**src/rtl/serial_arith_pkg.sv**
```systemverilog
// Shared constants for the bit-serial arithmetic units: FSM state encoding
// and the default operand width.
package serial_arith_pkg;

    localparam int unsigned SERIAL_WIDTH_DEFAULT = 8;

    typedef enum logic [1:0] {
        ST_IDLE  = 2'd0,
        ST_SHIFT = 2'd1,
        ST_DONE  = 2'd2
    } state_e;

endpackage

```
**src/rtl/full_subtractor.sv**
```systemverilog
// Single-bit full subtractor: diff = a - b - bor_in, with the borrow out.
module full_subtractor (
    input  logic a_in,
    input  logic b_in,
    input  logic bor_in,
    output logic diff_out,
    output logic bor_out
);

    always_comb begin
        diff_out = a_in ^ b_in ^ bor_in;
        bor_out  = (~a_in & b_in) | (~(a_in ^ b_in) & bor_in);
    end

endmodule

```
**src/rtl/serial_subtractor.sv**
```systemverilog
// Bit-serial WIDTH-bit subtractor (diff = a - b), LSB first, start/done handshake.
// Define SERIAL_SUB_SIGNED_OVF_EN to add the registered signed-overflow output.
module serial_subtractor
    import serial_arith_pkg::*;
#(
    parameter int unsigned WIDTH = SERIAL_WIDTH_DEFAULT
) (
    input  logic             clk_in,
    input  logic             rst_in,
    input  logic             start_in,
    input  logic [WIDTH-1:0] a_in,
    input  logic [WIDTH-1:0] b_in,
    output logic             busy_out,
    output logic             done_out,
    output logic [WIDTH-1:0] diff_out,
`ifdef SERIAL_SUB_SIGNED_OVF_EN
    output logic             overflow_out,
`endif
    output logic             borrow_out
);

    localparam int unsigned          CNT_W    = $clog2(WIDTH);
    localparam logic [CNT_W-1:0]     CNT_LAST = CNT_W'(WIDTH - 1);

    state_e             state_q, state_d;
    logic [WIDTH-1:0]   a_sr_q, a_sr_d;
    logic [WIDTH-1:0]   b_sr_q, b_sr_d;
    logic [WIDTH-1:0]   res_q, res_d;
    logic [WIDTH-1:0]   diff_q, diff_d;
    logic [CNT_W-1:0]   cnt_q, cnt_d;
    logic               bor_q, bor_d;
    logic               borrow_q, borrow_d;
    logic               fs_diff, fs_bor;
    logic               load;
`ifdef SERIAL_SUB_SIGNED_OVF_EN
    logic               a_msb_q, a_msb_d;
    logic               b_msb_q, b_msb_d;
    logic               ovf_q, ovf_d;
`endif

    full_subtractor u_fs (
        .a_in     (a_sr_q[0]),
        .b_in     (b_sr_q[0]),
        .bor_in   (bor_q),
        .diff_out (fs_diff),
        .bor_out  (fs_bor)
    );

    always_comb begin
        state_d  = state_q;
        a_sr_d   = a_sr_q;
        b_sr_d   = b_sr_q;
        res_d    = res_q;
        diff_d   = diff_q;
        cnt_d    = cnt_q;
        bor_d    = bor_q;
        borrow_d = borrow_q;
        load     = 1'b0;
`ifdef SERIAL_SUB_SIGNED_OVF_EN
        a_msb_d  = a_msb_q;
        b_msb_d  = b_msb_q;
        ovf_d    = ovf_q;
`endif

        case (state_q)
            ST_IDLE: begin
                if (start_in) load = 1'b1;
            end
            ST_SHIFT: begin
                a_sr_d = a_sr_q >> 1;
                b_sr_d = b_sr_q >> 1;
                res_d  = {fs_diff, res_q[WIDTH-1:1]};
                bor_d  = fs_bor;
                cnt_d  = cnt_q + 1'b1;
                // Output registers see the final bit directly, not via res_q.
                if (cnt_q == CNT_LAST) begin
                    state_d  = ST_DONE;
                    diff_d   = {fs_diff, res_q[WIDTH-1:1]};
                    borrow_d = fs_bor;
`ifdef SERIAL_SUB_SIGNED_OVF_EN
                    ovf_d    = (a_msb_q ^ b_msb_q) & (a_msb_q ^ fs_diff);
`endif
                end
            end
            ST_DONE: begin
                if (start_in) load = 1'b1;
                else          state_d = ST_IDLE;
            end
            default: state_d = ST_IDLE;
        endcase

        if (load) begin
            state_d = ST_SHIFT;
            a_sr_d  = a_in;
            b_sr_d  = b_in;
            bor_d   = 1'b0;
            cnt_d   = '0;
`ifdef SERIAL_SUB_SIGNED_OVF_EN
            a_msb_d = a_in[WIDTH-1];
            b_msb_d = b_in[WIDTH-1];
`endif
        end
    end

    always_ff @(posedge clk_in) begin
        if (rst_in) begin
            state_q  <= ST_IDLE;
            a_sr_q   <= '0;
            b_sr_q   <= '0;
            res_q    <= '0;
            diff_q   <= '0;
            cnt_q    <= '0;
            bor_q    <= 1'b0;
            borrow_q <= 1'b0;
`ifdef SERIAL_SUB_SIGNED_OVF_EN
            a_msb_q  <= 1'b0;
            b_msb_q  <= 1'b0;
            ovf_q    <= 1'b0;
`endif
        end else begin
            state_q  <= state_d;
            a_sr_q   <= a_sr_d;
            b_sr_q   <= b_sr_d;
            res_q    <= res_d;
            diff_q   <= diff_d;
            cnt_q    <= cnt_d;
            bor_q    <= bor_d;
            borrow_q <= borrow_d;
`ifdef SERIAL_SUB_SIGNED_OVF_EN
            a_msb_q  <= a_msb_d;
            b_msb_q  <= b_msb_d;
            ovf_q    <= ovf_d;
`endif
        end
    end

    assign busy_out   = (state_q == ST_SHIFT);
    assign done_out   = (state_q == ST_DONE);
    assign diff_out   = diff_q;
    assign borrow_out = borrow_q;
`ifdef SERIAL_SUB_SIGNED_OVF_EN
    assign overflow_out = ovf_q;
`endif

endmodule

```
**config.mk**
```make
export PLATFORM = sky130hd
export DESIGN_NAME = serial_subtractor
export DESIGN_NICKNAME = d
export VERILOG_FILES = /design/src/rtl/serial_arith_pkg.sv /design/src/rtl/full_subtractor.sv /design/src/rtl/serial_subtractor.sv
export SDC_FILE = /design/constraint.sdc
export NUM_CORES = 1
export LEC_CHECK = 0
export ABC_AREA = 1
export BUFFER_PORTS_ARGS = -buffer_cell sky130_fd_sc_hd__buf_2
export CORE_MARGIN = 10
export CORE_UTILIZATION = 35
export CTS_CLUSTER_SIZE = 16
export DETAILED_ROUTE_END_ITERATION = 7
export PLACE_DENSITY = 0.51
export SLEW_MARGIN = 20
export SYNTH_ARGS = -nofsm -noshare
export SYNTH_HDL_FRONTEND = slang
export SYNTH_SLANG_ARGS = --single-unit
```
**constraint.sdc**
```tcl
create_clock -name clk_in -period 1.8 [get_ports clk_in]
set_clock_uncertainty 0.15 [all_clocks]
set_input_delay 0.18 -clock clk_in [delete_from_list [all_inputs] [get_ports clk_in]]
set_output_delay 0.18 -clock clk_in [all_outputs]
set_load 0.02 [all_outputs]
```
### Word level (Yosys, flattened, before mapping)

Cells that the tools add are included.

* muxes and demuxes: 10
* reductions and logical operators: 7
* equality and inequality tests: 8
* bitwise logic cells: 8
* $add $sub $neg: 1

Operators by type and width (number)
* $mux 8: 4
* $pmux 2 s3: 1
* $reduce_and 3->1: 2
* $mux 2: 2
* $ne 2x2->1 const B: 2
* $reduce_or 2->1: 2
* $add 3x1->3 const B: 1
* $eq 3x3->1 const B: 1
* $mux 1: 3
* $ne 3x1->1 const B: 1
* $ne 3x2->1 const B: 1
* $not 1->1: 3
* $and 1x1->1: 2
* $eq 2x1->1 const B: 1
* $eq 2x2->1 const B: 1
* $logic_not 2->1: 1
* $ne 2x1->1 const B: 1
* $reduce_and 2->1: 1
* $reduce_bool 2->1: 1
* $xor 1x1->1: 2
* $or 1x1->1: 1

* word-level logic and storage cells: 43
* output and inout port bits: 11
* bits of input ports: 19
* flip-flop bits (word level): 39

### Depth between registers and ports, before layout

* depth after elaboration: 5
* gate-level depth with buffers: 8
* gate-level depth less buffers: 7

### By module

A second synthesis with hierarchy kept.

* cell total of the unflattened synthesis: 221
* area, all modules: 1685.4 µm²

By module, submodules not included
* serial_subtractor: area an instance 1654.1 µm², cells each 217, times used 1
* full_subtractor: area an instance 31.3 µm², cells each 4, times used 1

### Worst setup path before layout

Ideal clock, no wire load.

* kind: reg2reg
* start point: register b_sr_q[0]
* end point: register bor_q
* stages on the path, launching flop included: 5
* required time: 1.580 ns
* data arrival time: 1.185 ns
* period minus slack after synthesis: 1.405 ns
* setup slack: 0.395 ns
* buffers on the path: 0
* setup time: 0.070 ns
* cell sequence: dfxtp_1 inv_1 fa_1 or2_2 a21oi_1

* longest elaborated chain between the ends: 4

RTL lines
* from (decl): line serial_subtractor.sv:27 `logic [WIDTH-1:0] b_sr_q, b_sr_d;`
* from (signal assigned): line serial_subtractor.sv:123 `b_sr_q <= b_sr_d;`
* $xor 1x1->1: line full_subtractor.sv:12 `bor_out = (~a_in & b_in) | (~(a_in ^ b_in) & bor_in);`
* $not 1->1: line full_subtractor.sv:12
* $and 1x1->1: line full_subtractor.sv:12
* $or 1x1->1 *: line full_subtractor.sv:12
* to (signal assigned): line serial_subtractor.sv:127 `bor_q <= bor_d;`
* to (decl): line serial_subtractor.sv:31 `logic bor_q, bor_d;`

Mark *: on every way between the ends. The rest lies on a longest branch, timed or not.
A chain may end at the register's enable or synchronous reset.

### Worst setup path in the final report

* start point: register state_q[0]
* end point: output port busy_out

* longest elaborated chain between the ends: 1

RTL lines
* from (decl): line serial_subtractor.sv:25 `state_e state_q, state_d;`
* from (signal assigned): line serial_subtractor.sv:121 `state_q <= state_d;`
* $eq 2x1->1: line serial_subtractor.sv:137 `assign busy_out = (state_q == ST_SHIFT);`
* to (decl): line serial_subtractor.sv:13 `output logic busy_out,`

No other way between the ends.

==> impl_metrics.csv <==
group,metric,value,unit
setup_path,path_class,"reg -> out",
setup_path,start_kind,"register",
synth,synth_top_area_frac,0.4285,
floorplanning,die_w,91.23,µm
synth,synthCells,240,
cells_and_area,drive_gt1_frac,0.1835,
synth,ys.flop_type,"dfxtp_1",
drt,drtPass1Iterations,4,
grt,grt_max_degree,29,
hold_path,hold_path_class,"in -> reg",
hold_path,min_from,"b_in[1]",
setup_path,r2r_start,"b_sr_q[0]",
setup_path,r2r_cells,4,
synth,synth_area,1775,µm²
synth,synthArstFlopShare,0,
floorplanning,row_count,25,
placement,dp.cells,325,
hold_path,min_to,"b_sr_q[1]",
synth,synth_common_cells,"43 x nand2_1, 42 x nand3_1, 38 x dfxtp_1",
floorplanning,core-area,4817,µm²
clock_network,cts_num_sinks,38,
drt,num_vias,1505,
pwr,vdd_drop_max,0.4127,mV
sta,hold_viol,0,
synth,yosysSeqAreaShare,0.4285,
cells_and_area,synthToLayoutAreaGrowth,15.29,%
sta,layout_setup_ws,0.2609,ns
floorplanning,die_height,91.23,µm
sta,rsz0062_at_grt,"false",
sta,setup-violations-final,0,
pwr,p_int,1.405,mW
synth,synth.distinct_cells,22,
drt,routed_via_density,4.506,
setup_path,rr_endpoint,"bor_q",
setup_path,crit_fanout,16,
placement,numPortBuffers,29,
setup_path,startpoint,"state_q[0]",
sta,drv_slew,0,
drt,drt_iter0_markers,49,
pwr,total_leakage_power,0.9812,nW
synth,synth_seq_cells,38,
cells_and_area,final_area,2047,µm²
synth,synth_top_cell_by_area,"dfxtp_1",
grt,grt_pass1_wl,6941,µm
synth,yosysMostFrequentCell,"nand2_1",
pwr,p_sw,0.4573,mW
cells_and_area,diodes,0,
grt,grt_pass1_vias,1524,
synth,syn_area_per_cell,7.398,µm²
setup_path,end_kind,"output port",
run,max-cap-violations,0,
clock_network,cts_setup_buffers,0,
sta,period_needed,1.539,ns
synth,synth_edf_count,0,
clock_network,root_buffer,"clkbuf_8",
drt,routed_wl,3973,µm
sta,timing.final.crit_share,0.8551,
grt,overflow,0,
synth,synth.area.top_cells,"dfxtp_1 43%, nand3_1 12%, nand2_1 9.1%",
status,status,"finished clean",
placement,place_hpwl,2583,µm
cells_and_area,nets,289,
pwr,power_density,910.0,nW/µm²
hold_path,whs_path_depth,5,
clock_network,cts_made_buffers,5,
grt,grt_usage,0.09907,
pwr,clkPwrFrac,0.398,
sta,fmax,0.6497,GHz
placement,placed_cell_area,1914,µm²
cells_and_area,fin_cells,334,
pwr,power_frac_seq,0.488,
floorplanning,ios,30,
placement,gp_congestion,0.7604,
floorplanning,dieArea,8322,µm²
sta,setup_tns,0,ns
pwr,p_sw_frac,0.2455,
pwr,combPwrFrac,0.114,
clock_network,cts_max_level,2,
cells_and_area,fill_cells,547,
pwr,p_total,1.863,mW
grt,antenna_found_initial,0,
synth,postSynthNetCount,262,
clock_network,insertion_delay,0.29,ns
floorplanning,initial_core_util,0.3686,
drt,wl_per_cell,11.90,µm
setup_path,r2r_slack,0.33,ns
clock_network,cts.path.max_buffers,2,
sta,max_slew_margin,0.7793,
setup_path,arrival,1.21,ns
clock_network,cts_tree,"done",
drt,ant_nets,0,
drt,post-route-drc-count,0,
clock_network,path_clk_slew,0.08,ns
setup_path,required,1.47,ns
sta,worst_pin_slew,0.3311,ns
placement,pre_cts_ws,0.3404,ns
synth,yosys_warnings,0,
[kinds of logic after synthesis]
group / share of synthesized area
AOI/OAI and AO/OA: 0.07893
xor gates and xnor gates: 0.004934
adders and majority gates: 0.02537
buffers and inverters: 0.1339
DFF: 0.4285
and+or+nand+nor: 0.3284
[layout by cell type (no fill, tap or decap), drive strengths merged]
cell type,count
fa,1
nor2,33
a21oi,21
dlygate4sd3,2
nand2,46
ha,2
xor2,1
or2,1
inv,32
clkbuf,6
o21ai,7
nand3,44
buf,32
dfxtp,38
bufinv,1
[layout make-up]
type | count | area, µm² | share of cell area
multi-input combinational | 156 | 777.0 | 0.3796
sequential | 38 | 760.7 | 0.3716
timing repair buffer | 34 | 187.7 | 0.09169
inverter | 32 | 125.1 | 0.06112
tap | 67 | 83.83 | 0.04095
clock buffer | 6 | 82.58 | 0.04034
clock inverter | 1 | 30.03 | 0.01467
[power groups by stage]
stage | Sequential, mW | Clock (mW) | Combinational [mW]
6_report | 0.909 | 0.742 | 0.212
5_1_grt | 0.915 | 0.794 | 0.245
4_1_cts | 0.909 | 0.760 | 0.214
3_5_place_dp | 0.929 | 0 | 0.210
3_3_place_gp | 0.929 | 0 | 0.209
2_1_floorplan | 0.921 | 0 | 0.175
[timing repair]
item,in CTS,in global routing
endpoints found under the hold margin,2,0
resized for setup,0,0
hold buffers,2,0
[flip-flops by register name (all words and copies together) (netlist names)]
register and cells:
a_sr_q 8, b_sr_q 8, diff_out 8, res_q 7, cnt_q 3, state_q 2, bor_q 1, borrow_out 1
[critical path, stage by stage, from the launching register on]
cell and delay (ns):
dfxtp_1 0.37, inv_4 0.12, nor2_8 0.21, buf_2 0.21
[metal layers]
layer	routed length, µm	up-vias	global-route usage
li1	-	807	-
met1	1929	663	0.1167
met2	1734	29	0.1563
met3	248	6	0.04115
met4	61	0	0.03916
met5	0	-	0
[stage by stage]
step / utilization / hold WS (ns)
floorplan: - / 0.1772
global placement: 0.3974 / 0.2885
detailed placement: 0.3974 / 0.2890
CTS: 0.4249 / 0.07171
global route: 0.4249 / 0.1010
finish: 0.4249 / 0.07792
[worst max path at each step]
stage	end	slack [ns]	cells past startpoint
5_1_grt	busy_out	0.18	3
4_1_cts	busy_out	0.24	3
6_report	busy_out	0.26	3
3_3_place_gp	bor_q	0.36	4
2_1_floorplan	bor_q	0.40	4
3_5_place_dp	bor_q	0.34	4
Power figures use the tool's default switching activity.
